--- config.mk ---
export PLATFORM = sky130hd
export DESIGN_NAME = rom_arbiter
export DESIGN_NICKNAME = d
export VERILOG_FILES = /design/src/rtl/rom_arbiter.sv
export SDC_FILE = /design/constraint.sdc
export NUM_CORES = 1
export LEC_CHECK = 0
export BUFFER_PORTS_ARGS = -buffer_cell sky130_fd_sc_hd__clkbuf_2
export CAP_MARGIN = 30
export CORE_ASPECT_RATIO = 0.7
export CORE_MARGIN = 2
export CORE_UTILIZATION = 36
export CTS_CLUSTER_SIZE = 12
export DETAILED_ROUTE_END_ITERATION = 10
export PLACE_DENSITY = 0.84
export SYNTH_ARGS = -nofsm -noshare
export SYNTH_HDL_FRONTEND = slang
export SYNTH_SLANG_ARGS = --single-unit
--- constraint.sdc ---
create_clock -name clk -period 1.5 [get_ports clk]
set_input_delay 0.225 -clock clk [delete_from_list [all_inputs] [get_ports clk]]
set_output_delay 0.225 -clock clk [all_outputs]
set_load 0.02 [all_outputs]
--- src/rtl/rom_arbiter.sv ---
// rom_arbiter: round-robin arbiter sharing the single-port ROM read path
// between NUM_REQ requesters. Every access is IDLE -> ISSUE -> RESP (3 cycles).
module rom_arbiter #(
    parameter int NUM_REQ = 2,
    parameter int ADDR_W  = 8,
    parameter int DATA_W  = 8
) (
    input  logic                      clk,
    input  logic                      rst,
    input  logic [NUM_REQ-1:0]        req,
    input  logic [NUM_REQ*ADDR_W-1:0] req_addr,
    output logic [NUM_REQ-1:0]        gnt,
    output logic [NUM_REQ-1:0]        rsp_valid,
    output logic [DATA_W-1:0]         rsp_data,
    output logic                      rsp_err,
    output logic                      busy,
    output logic                      rom_en,
    output logic [ADDR_W-1:0]         rom_addr,
    input  logic [DATA_W-1:0]         rom_data
);

    localparam int PTR_W = $clog2(NUM_REQ);

    localparam logic [1:0] S_IDLE  = 2'd0;
    localparam logic [1:0] S_ISSUE = 2'd1;
    localparam logic [1:0] S_RESP  = 2'd2;

    logic [1:0]        state_q, state_d;
    logic [PTR_W-1:0]  ptr_q, ptr_d;
    logic [PTR_W-1:0]  owner_q, owner_d;
    logic              err_q, err_d;
    logic [ADDR_W-1:0] addr_q, addr_d;

    logic              win_found;
    logic [PTR_W-1:0]  win_idx;
    logic [ADDR_W-1:0] win_addr;
    logic              win_onehot;

    // Winner search: first active request starting at ptr, wrapping around.
    // Outer loop walks the priority order, inner loop matches the requester
    // so every index stays a plain loop constant.
    always_comb begin
        win_found = 1'b0;
        win_idx   = '0;
        win_addr  = '0;
        for (int i = 0; i < NUM_REQ; i++) begin
            for (int j = 0; j < NUM_REQ; j++) begin
                if (!win_found && req[j] && ((int'(ptr_q) + i) % NUM_REQ) == j) begin
                    win_found = 1'b1;
                    win_idx   = PTR_W'(j);
                    win_addr  = req_addr[j*ADDR_W +: ADDR_W];
                end
            end
        end
        win_onehot = (win_addr != '0) && ((win_addr & (win_addr - 1'b1)) == '0);
    end

    // Next-state logic: address and error are captured once at the grant
    // decision, so later req_addr changes cannot disturb the access.
    always_comb begin
        state_d = state_q;
        ptr_d   = ptr_q;
        owner_d = owner_q;
        err_d   = err_q;
        addr_d  = addr_q;
        case (state_q)
            S_IDLE: begin
                if (win_found) begin
                    owner_d = win_idx;
                    err_d   = !win_onehot;
                    addr_d  = win_addr;
                    state_d = S_ISSUE;
                end
            end
            S_ISSUE: begin
                ptr_d   = (owner_q == PTR_W'(NUM_REQ - 1)) ? '0 : PTR_W'(owner_q + 1'b1);
                state_d = S_RESP;
            end
            S_RESP:  state_d = S_IDLE;
            default: state_d = S_IDLE;
        endcase
    end

    // State registers with synchronous reset; reset abandons any access.
    always_ff @(posedge clk) begin
        if (rst) begin
            state_q <= S_IDLE;
            ptr_q   <= '0;
            owner_q <= '0;
            err_q   <= 1'b0;
            addr_q  <= '0;
        end else begin
            state_q <= state_d;
            ptr_q   <= ptr_d;
            owner_q <= owner_d;
            err_q   <= err_d;
            addr_q  <= addr_d;
        end
    end

    // Outputs are pure decodes of registered state, so they are glitch-free
    // and at most one gnt / rsp_valid bit can ever be high.
    always_comb begin
        for (int i = 0; i < NUM_REQ; i++) begin
            gnt[i]       = (state_q == S_ISSUE) && (owner_q == PTR_W'(i));
            rsp_valid[i] = (state_q == S_RESP)  && (owner_q == PTR_W'(i));
        end
        busy     = (state_q != S_IDLE);
        rom_en   = (state_q == S_ISSUE) && !err_q;
        rom_addr = addr_q;
        rsp_err  = (state_q == S_RESP) && err_q;
        rsp_data = ((state_q == S_RESP) && !err_q) ? rom_data : '0;
    end

endmodule

==> summary.md, run 1 <==
| Metric | Value |
|---|---|
| Setup violators final | 1 |
| Hold Path Class | input pin to flip-flop |
| Final hold vios | 0 |
| Fill count | 153 |
| Synth-to-Final Area Change | 63.7% |
| CTS Buffer Depth | 2 |
| Library cells used by synthesis | 26 |
| Reg2Reg Setup Slack | -0.1 ns |
| Rows | 13 |
| Max-Cap Viols | 0 |
| RD Place Congestion | 0.798 |
| Met3 routed WL | 90 um |
| Final wirelength | 2.35 mm |
| DRT met1 WL | 1.03 mm |
| Min cycle time layout | 1.60 ns |
| Layout cell share with drive strength beyond 1 | 57.6% |
| DR iter-0 viols | 31 |
| Worst setup margin | -0.0992 ns |
| Gr ovfl total | 0 |
| First-pass DRT Iterations | 4 |
| Worst-path clk slew | 0.08 ns |
| Slew HR | 79.5% |
| Commonest non-fill, non-tap cells in the layout | 42 x clkbuf_2, 19 x nor2_1, 19 x buf_4, 10 x dfxtp_1 |
| Skew final | 0.00683 ns |
| Multi-input logic area | 531 um^2 |
| Pleak | 0.614 nW |
| Least-Margin Pin Slew | 0.307 ns |
| Max Slew Vio Count | 0 |
| Critical Path AT | 1.80 ns |
| Synthesized area | 768 um^2 |
| CP peak stage delay | 0.35 ns |
| Root Driver | clkbuf_4 |
| Commonest non-fill, non-tap cell in the layout | clkbuf_2 |
| GR Util All Layers | 18.4% |
| Seq/Total Area, Yosys | 33.9% |
| RSZ-0062 raised after global routing | yes |
| Post-Syn Instances | 91 |
| Die W | 59.2 um |
| Core ar. | 1940 um^2 |
| Total of flip-flops plus latches after synthesis | 13 |
| Ports | 51 |
| Synth Net Count | 119 |
| Crit end category | flip-flop |
| H-tree depth | 1 |
| Chip height | 42.7 um |
| DR WL/cell | 13.1 um |
| Die area | 2530 um^2 |
| Final cell utilization of the core | 65.0% |
| Initial Util | 39.7% |
| CP Class | flip-flop to flip-flop |
| Register Area | 264 um^2 |
| Post-synth EDFFs | 0 |
| Period utilization | 107% |
| Largest net degree at the start of global routing | 18 |
| Violated checks | negative setup slack |
| Post-cts hold buffer count | 0 |
| Critical path launch point type | flip-flop |
| Worst path cell trace | nand2b_4, a32oi_2, xnor2_1, mux2i_1, mux2_4, a211oi_2 |
| Number of I/O port buffers | 50 |
| Placement Setup Slack | -0.136 ns |
| Main synth FF type | dfxtp_1 |
| Achievable Freq | 625 MHz |
| Antenna-violating nets left | 0 |
| DR vias | 949 |
| Hold_ws | 0.307 ns |
| # DRC | 0 |
| CTS Buf Count | 3 |
| Synth Area per Inst | 8.44 um^2 |
| Met2 routed WL | 1.23 mm |
| CTS tree | yes |
| Status | complete, but fails checks |
| First-pass GRT wire length | 3.64 mm |
| Top Layer Used | met4 |
| Ys async rst share | 0% |
| Number of diodes | 0 |
| Vias in the first global route | 842 |
| Worst EP required | 1.70 ns |
| Clk sinks | 13 |
| Yosys warns | 0 |
| Peak supply drop | 0.408 mV |
| CP max stage cell | dfxtp_2 |
| Vias per cell | 5.27 |
| Dpl hpwl | 1.84 mm |
| Clk_lat worst skew | 0.27 ns |
| Pwr per Cell Area | 824 nW/um^2 |
| Initial antenna violation count | 0 |
| Max FO, Critical Path | 5 |
| Fin nets | 187 |
-- Yosys cell counts (all sizes together) (2+ instances only) --
master	count	area share (%)
a211oi	9	9.4
a21oi	2	1.3
a32oi	10	11
and2	9	7.5
buf	3	3.6
dfxtp	13	34
inv	3	1.5
nand2	2	0.98
nand2b	3	3.4
nor2	22	11
o211ai	2	2.0
o21ai	3	2.0
or2	2	1.6
-- power breakdown --
group          leakage (nW)  internal (mW)  switching, mW
combinational         0.491          0.191          0.220
sequential            0.109          0.384         0.0284
clock                0.0150          0.103          0.110
total                 0.614          0.678          0.358
-- routing by layer --
metal	GRT usage [%]	vias to the layer above
met1	22.8	434
met4	5.45	0
met5	0	-
li1	-	471
met3	2.74	2
met2	32.5	42
-- repair_timing --
item                       4_1_cts  5_1_grt
setup endpoints to repair        9       11
setup buffers                    2        0
cloned                           0        0
resized for setup               12       16
pin swaps                        1        1
-- per-stage QoR --
step	area [um^2]	TNS [ns]	std cells	total power, mW
detailed placement	1130	-0.136	174	0.784
global placement	1130	-0.0870	174	0.771
finish	1260	-0.0992	180	1.04
CTS	1230	-0.0689	180	1.03
floorplan	777	0	91	0.636
global route	1260	-0.142	180	1.10
-- worst paths after layout --
check         startpoint  cells after the start           to
min                  rst                      2        err_q
max reg2reg        ptr_q                      6        err_q
max                ptr_q                      6        err_q
min reg2reg  rom_addr[7]                      2  rom_addr[7]
-- kinds of logic (layout without fill, tap and decap cells) --
group                     after synthesis  in the layout  share of synthesized area (%)
DFF                                    13             13                           33.9
AOI/OAI and AO/OA                      27             27                           28.5
and+or+nand+nor                        41             41                           26.9
xor gates and xnor gates                1              1                           1.14
muxes                                   2              2                           2.77
buffers and inverters                   7             74                           6.84
-- critical path, delay by kind of cell, from the launching register on --
kind,cells,cell delay [ns]
flip-flops,1,0.35
AO/OA/AOI/OAI,2,0.49
XOR/XNOR,1,0.16
AND/OR/NAND/NOR,1,0.17
multiplexers,2,0.36
-- registers in the layout, summed over array words and instances, names as in the netlist --
signal,flops
rom_addr,8
state_q,2
err_q,1
owner_q,1
ptr_q,1
-- final cells by class --
type,instances,area share [%]
timing repair buffer,67,31.6
inverter,3,0.896
sequential,13,21.0
clock buffer,4,2.09
tap,22,2.19
multi-input combinational,71,42.2
Power figures use the tool's default switching activity.
==> run 2: changes to the inputs <==
- CORE_ASPECT_RATIO: 0.7 -> unset
==> summary.md, run 2 (same netlist as run 1, synthesis figures left out) <==
| Metric | Value |
|---|---|
| Status | complete, but fails checks |
| Violated checks | negative setup slack |
| CP Class | flip-flop to flip-flop |
| Die W | 50.2 um (-15%) |
| Worst path bufs/invs | 0 (unchanged) |
| DR WL/cell | 12.5 um (-4.1%) |
| Final cell utilization of the core | 61.7% (-3.2 points) |
| Ports | 51 (unchanged) |
| Hold_ws | 0.298 ns (-0.00924 ns) |
| RD Place Congestion | 0.813 (+1.8%) |
| Worst EP required | 1.70 ns (about the same) |
| Area after DPL | 1130 um^2 (+0.56%) |
| Clk_lat worst skew | 0.27 ns (about the same) |
| Vias per cell | 5.22 (-1.0%) |
| Initial antenna violation count | 0 (unchanged) |
| Initial Util | 38.8% (-0.93 points) |
| Number of diodes | 0 (unchanged) |
| Post-cts hold buffer count | 0 (unchanged) |
| # DRC | 0 (unchanged) |
| Top delay family on crit path | compound AO/OA/AOI/OAI gates |
| Setup violators final | 1 (unchanged) |
| Slew HR | 72.2% (-7.3 points) |
| Vias in the first global route | 816 (-3.1%) |
| Largest net degree at the start of global routing | 14 (-4) |
| Final hold vios | 0 (unchanged) |
| First-pass DRT Iterations | 5 (+1) |
| Pwr per Cell Area | 837 nW/um^2 (+1.5%) |
| GR Util All Layers | 17.0% (-1.5 points) |
| Max-Cap Viols | 0 (unchanged) |
| Die area | 2520 um^2 (-0.24%) |
| Period utilization | 106% (-0.73 points) |
| Rows | 16 (+3) |
| Final wirelength | 2.30 mm (-2.0%) |
| Number of I/O port buffers | 50 (unchanged) |
| Critical Path AT | 1.79 ns (about the same) |
| Synth-to-Final Area Change | 59.3% |
| Chip height | 50.2 um (+18%) |
| Placement Setup Slack | -0.144 ns (-0.00775 ns) |
| Least-Margin Pin Slew | 0.416 ns (+0.109 ns) |
| Root Driver | clkbuf_4 |
| Worst R2R Start | ptr_q |
| Max FO, Critical Path | 7 (+2) |
| Gr ovfl total | 0 (unchanged) |
| RSZ-0062 raised after global routing | yes |
| CP max stage cell | dfxtp_2 |
| Critical path launch point type | flip-flop |
| Worst-path clk slew | 0.07 ns (about the same) |
| CTS Buf Count | 3 (unchanged) |
| Commonest non-fill, non-tap cell in the layout | clkbuf_2 |
| Crit end category | flip-flop |
| CTS Buffer Depth | 2 (unchanged) |
| Min cycle time layout | 1.59 ns (-0.0109 ns) |
| R2r worst-path depth | 6 (unchanged) |
| R2r endpoint | err_q |
| Skew final | 0.00208 ns (-0.00475 ns) |
| First-pass GRT wire length | 3.34 mm (-8.2%) |
| Reg2Reg Setup Slack | -0.09 ns (about the same) |
| H-tree depth | 1 (unchanged) |
| Worst path cell trace | nand2b_4, a32oi_2, xnor2_1, mux2i_1, mux2_2, a211oi_2 |
| Dpl hpwl | 1.80 mm (-1.9%) |
| Antenna-violating nets left | 0 (unchanged) |
| Worst hold endpoint | err_q |
| Commonest non-fill, non-tap cells in the layout | 49 x clkbuf_2, 20 x nor2_1, 16 x buf_4, 11 x dfxtp_1 |
| Total Neg Setup Slack | -0.0883 ns (+0.0109 ns) |
| CP peak stage delay | 0.35 ns (about the same) |
| Critical hold path startpoint | rst |
| Peak supply drop | 0.430 mV (+5.5%) |
| Fin nets | 186 (-0.53%) |
| Final Power | 1.02 mW (-1.2%) |
| Hold Path Class | input pin to flip-flop |
| Max Slew Vio Count | 0 (unchanged) |
| Cell Count Post-Placement | 179 (+2.9%) |
| Largest register FFs | 8 (unchanged) |
| DR iter-0 viols | 7 (-77%) |
| Clk sinks | 13 (unchanged) |
| Pleak | 0.594 nW (-3.3%) |
| Final Instance Count excl. Fillers | 184 (+2.2%) |
| Final design area excluding fillers | 1220 um^2 (-2.7%) |
| WHS Path Cells | 2 (unchanged) |
| DR vias | 960 (+1.2%) |
| Achievable Freq | 630 MHz (+0.69%) |
| Worst setup margin | -0.0883 ns (+0.0109 ns) |
| CTS tree | yes |
| Core ar. | 1980 um^2 (+2.4%) |
| Layout cell share with drive strength beyond 1 | 55.4% (-2.2 points) |
-- run 2: worst reg2reg max path: cells and delay by family, from the launching register on --
kind	cells	cell delay, ns
and+or+nand+nor	1	0.18
xor gates and xnor gates	1	0.15
muxes	2	0.38
DFF	1	0.35
AOI/OAI and AO/OA	2	0.45
-- run 2: power by group --
part	switching [mW]	internal (mW)
logic	0.220	0.181
clock network	0.108	0.103
registers	0.0282	0.383
total	0.356	0.668
-- run 2: worst max-delay path by stage --
stage,startpoint,endpoint,slack (ns),cells past startpoint
global route,ptr_q,err_q,-0.15,7
global placement,req_addr[13],err_q,-0.08,7
detailed placement,req_addr[13],err_q,-0.14,7
floorplan,ptr_q,err_q,0.01,7
CTS,ptr_q,err_q,-0.1,6
finish,ptr_q,err_q,-0.09,6
-- run 2: metal layers --
layer  up-vias  track usage, %  share of wire, %
li1        465               -                 -
met3         5            3.57               8.3
met4         0            6.94               1.5
met1       440            20.1                39
met5         -               0                 0
met2        50            29.4                51
-- run 2: layout make-up --
| cell class | count | area (um^2) |
|---|---|---|
| Fill cell | 171 | 758 |
| Multi-Input combinational cell | 71 | 517 |
| Timing Repair Buffer | 66 | 373 |
| Sequential cell | 13 | 263 |
| Tap cell | 27 | 33.8 |
| Clock buffer | 4 | 26.3 |
| Inverter | 3 | 11.3 |
-- run 2: what timing repair did --
item                       in CTS  in global routing
resized for setup               7                  5
buffers inserted                0                  1
setup endpoints to repair       9                  9
cloned                          0                  0
hold endpoints to repair        0                  0
pin swaps                       3                  2
==> run 3: changes to the inputs <==
- CORE_UTILIZATION: 36 -> 42
- CTS_BUF_LIST: unset -> sky130_fd_sc_hd__clkbuf_8
- PLACE_DENSITY: 0.84 -> 0.91
- clock period: 1.5 -> 1.55 ns (I/O delays scaled with it)
==> summary.md, run 3 (same netlist as run 1, synthesis figures left out) <==
| Metric | Value |
|---|---|
| Status | complete, but fails checks |
| Violated checks | negative setup slack |
| Antenna-violating nets left | 0 (unchanged) |
| Ports | 51 (unchanged) |
| Skew final | 0.00313 ns (+0.00105 ns) |
| CTS tree | yes |
| GR Util All Layers | 22.4% (+5.5 points) |
| CP Class | flip-flop to flip-flop |
| Layout cell share with drive strength beyond 1 | 53.2% (-2.2 points) |
| RD Place Congestion | 0.788 (-3.0%) |
| RSZ-0062 raised after global routing | yes |
| Worst EP required | 1.72 ns (+0.02 ns) |
| Total Neg Setup Slack | -0.0367 ns (+0.0516 ns) |
| DR WL/cell | 13.2 um (+5.2%) |
| Final Instance Count excl. Fillers | 179 (-2.7%) |
| Fill count | 152 (-11%) |
| CP peak stage delay | 0.34 ns (about the same) |
| Max FO, Critical Path | 7 (unchanged) |
| Commonest non-fill, non-tap cell in the layout | clkbuf_2 |
| Final hold vios | 0 (unchanged) |
| Vias per cell | 5.26 (+0.76%) |
| Final wirelength | 2.36 mm (+2.3%) |
| Clk sinks | 13 (unchanged) |
| Number of I/O port buffers | 50 (unchanged) |
| DR iter-0 viols | 16 (+9) |
| Area after DPL | 1110 um^2 (-1.9%) |
| Period utilization | 102% (-3.5 points) |
| Hold_ws | 0.340 ns (+0.0425 ns) |
| Worst setup margin | -0.0367 ns (+0.0516 ns) |
| H-tree depth | 1 (unchanged) |
| Critical Path AT | 1.76 ns (-0.03 ns) |
| First-pass DRT Iterations | 4 (-1) |
| R2r worst-path depth | 6 (unchanged) |
| Pwr per Cell Area | 886 nW/um^2 (+5.9%) |
| Worst R2R Start | ptr_q |
| Die W | 46.8 um (-6.8%) |
| Reg2Reg Setup Slack | -0.04 ns (+0.05 ns) |
| Number of diodes | 0 (unchanged) |
| Max-Cap Viols | 0 (unchanged) |
| Rows | 15 (-1) |
| Pleak | 0.596 nW (+0.25%) |
| Largest register FFs | 8 (unchanged) |
| Critical path launch point type | flip-flop |
| Clk_lat worst skew | 0.25 ns (-0.02 ns) |
| Commonest non-fill, non-tap cells in the layout | 45 x clkbuf_2, 20 x nor2_1, 13 x buf_4, 12 x dfxtp_1 |
| Min cycle time layout | 1.59 ns (-0.00161 ns) |
| Initial Util | 44.5% (+5.7 points) |
| Worst path cell trace | nand2b_4, a32oi_2, xnor2_1, mux2i_1, mux2_2, a211oi_2 |
| WHS Path Cells | 2 (unchanged) |
| Worst-path clk slew | 0.06 ns (about the same) |
| CTS Buffer Depth | 2 (unchanged) |
| Achievable Freq | 630 MHz (+0.10%) |
| DR vias | 941 (-2.0%) |
| Fin nets | 183 (-1.6%) |
| Critical hold path startpoint | rst |
| Final cell utilization of the core | 70.9% (+9.2 points) |
| Placement Setup Slack | -0.0974 ns (+0.0464 ns) |
| Root Driver | clkbuf_8 |
| Setup violators final | 1 (unchanged) |
| Slew HR | 78.6% (+6.4 points) |
| Hold Path Class | input pin to flip-flop |
| Initial antenna violation count | 0 (unchanged) |
| Final Power | 1.09 mW (+6.0%) |
| Least-Margin Pin Slew | 0.321 ns (-0.0953 ns) |
| CP max stage cell | dfxtp_2 |
| Die area | 2190 um^2 (-13%) |
| Peak supply drop | 0.516 mV (+20%) |
| Max Slew Vio Count | 0 (unchanged) |
| Crit end category | flip-flop |
| Post-cts hold buffer count | 0 (unchanged) |
| Worst hold endpoint | err_q |
| Final design area excluding fillers | 1220 um^2 (+0.10%) |
| Cell Count Post-Placement | 173 (-3.4%) |
| Core ar. | 1730 um^2 (-13%) |
| First-pass GRT wire length | 3.44 mm (+3.1%) |
| Synth-to-Final Area Change | 59.4% |
| CTS Buf Count | 3 (unchanged) |
| # DRC | 0 (unchanged) |
| Dpl hpwl | 1.79 mm (-0.93%) |
| Largest net degree at the start of global routing | 16 (+2) |
| R2r endpoint | err_q |
| Vias in the first global route | 812 (-0.49%) |
| Gr ovfl total | 0 (unchanged) |
| Chip height | 46.8 um (-6.8%) |
## run 3: changes by cell type in the layout (fill, tap and decap cells not counted), moves of 3 or more
cell and delta:
clkbuf_2 -4, clkbuf_4 -4, buf_2 +3, buf_4 -3, clkbuf_8 +3
## run 3: final cells by class
type / count / area, um^2 / share of cell area, %
multi-input cells: 71 / 507 / 41.4
repair buffers: 63 / 369 / 30.1
flip-flops and latches: 13 / 262 / 21.3
clock buffers: 3 / 41.3 / 3.37
well taps: 25 / 31.3 / 2.55
inverters: 3 / 11.3 / 0.919
clock inverters: 1 / 3.75 / 0.306
## run 3: worst max-delay path by stage
stage / start / endpoint / slack (ns) / cells after the start
global route: ptr_q / err_q / -0.10 / 6
CTS: ptr_q / err_q / -0.04 / 6
global placement: req_addr[13] / err_q / -0.04 / 7
detailed placement: req_addr[13] / err_q / -0.1 / 7
finish: ptr_q / err_q / -0.04 / 6
floorplan: ptr_q / err_q / 0.02 / 7
## run 3: layer usage
metal | global-route usage (%) | part of all wire [%] | wire length (um)
met1 | 24.2 | 37 | 881
met2 | 40.3 | 52 | 1220
met3 | 5.77 | 8.8 | 207
met4 | 11.1 | 1.9 | 44
met5 | 0 | 0 | 0
## run 3: power by group
group          switching [mW]  internal (mW)  leakage [nW]
Combinational           0.211          0.173         0.461
Clock                   0.129          0.175        0.0269
Sequential             0.0264          0.371         0.108
## run 3: timing repair
action | 4_1_cts | 5_1_grt
setup endpoints to repair | 9 | 9
resized for setup | 3 | 15
pin swaps | 0 | 5
setup buffers | 0 | 2
## run 3: worst max-delay path: cells and delay by family, from the launching register on
family	cells	cell delay (ns)
DFF	1	0.34
and+or+nand+nor	1	0.19
muxes	2	0.39
AOI/OAI and AO/OA	2	0.43
xor gates and xnor gates	1	0.17
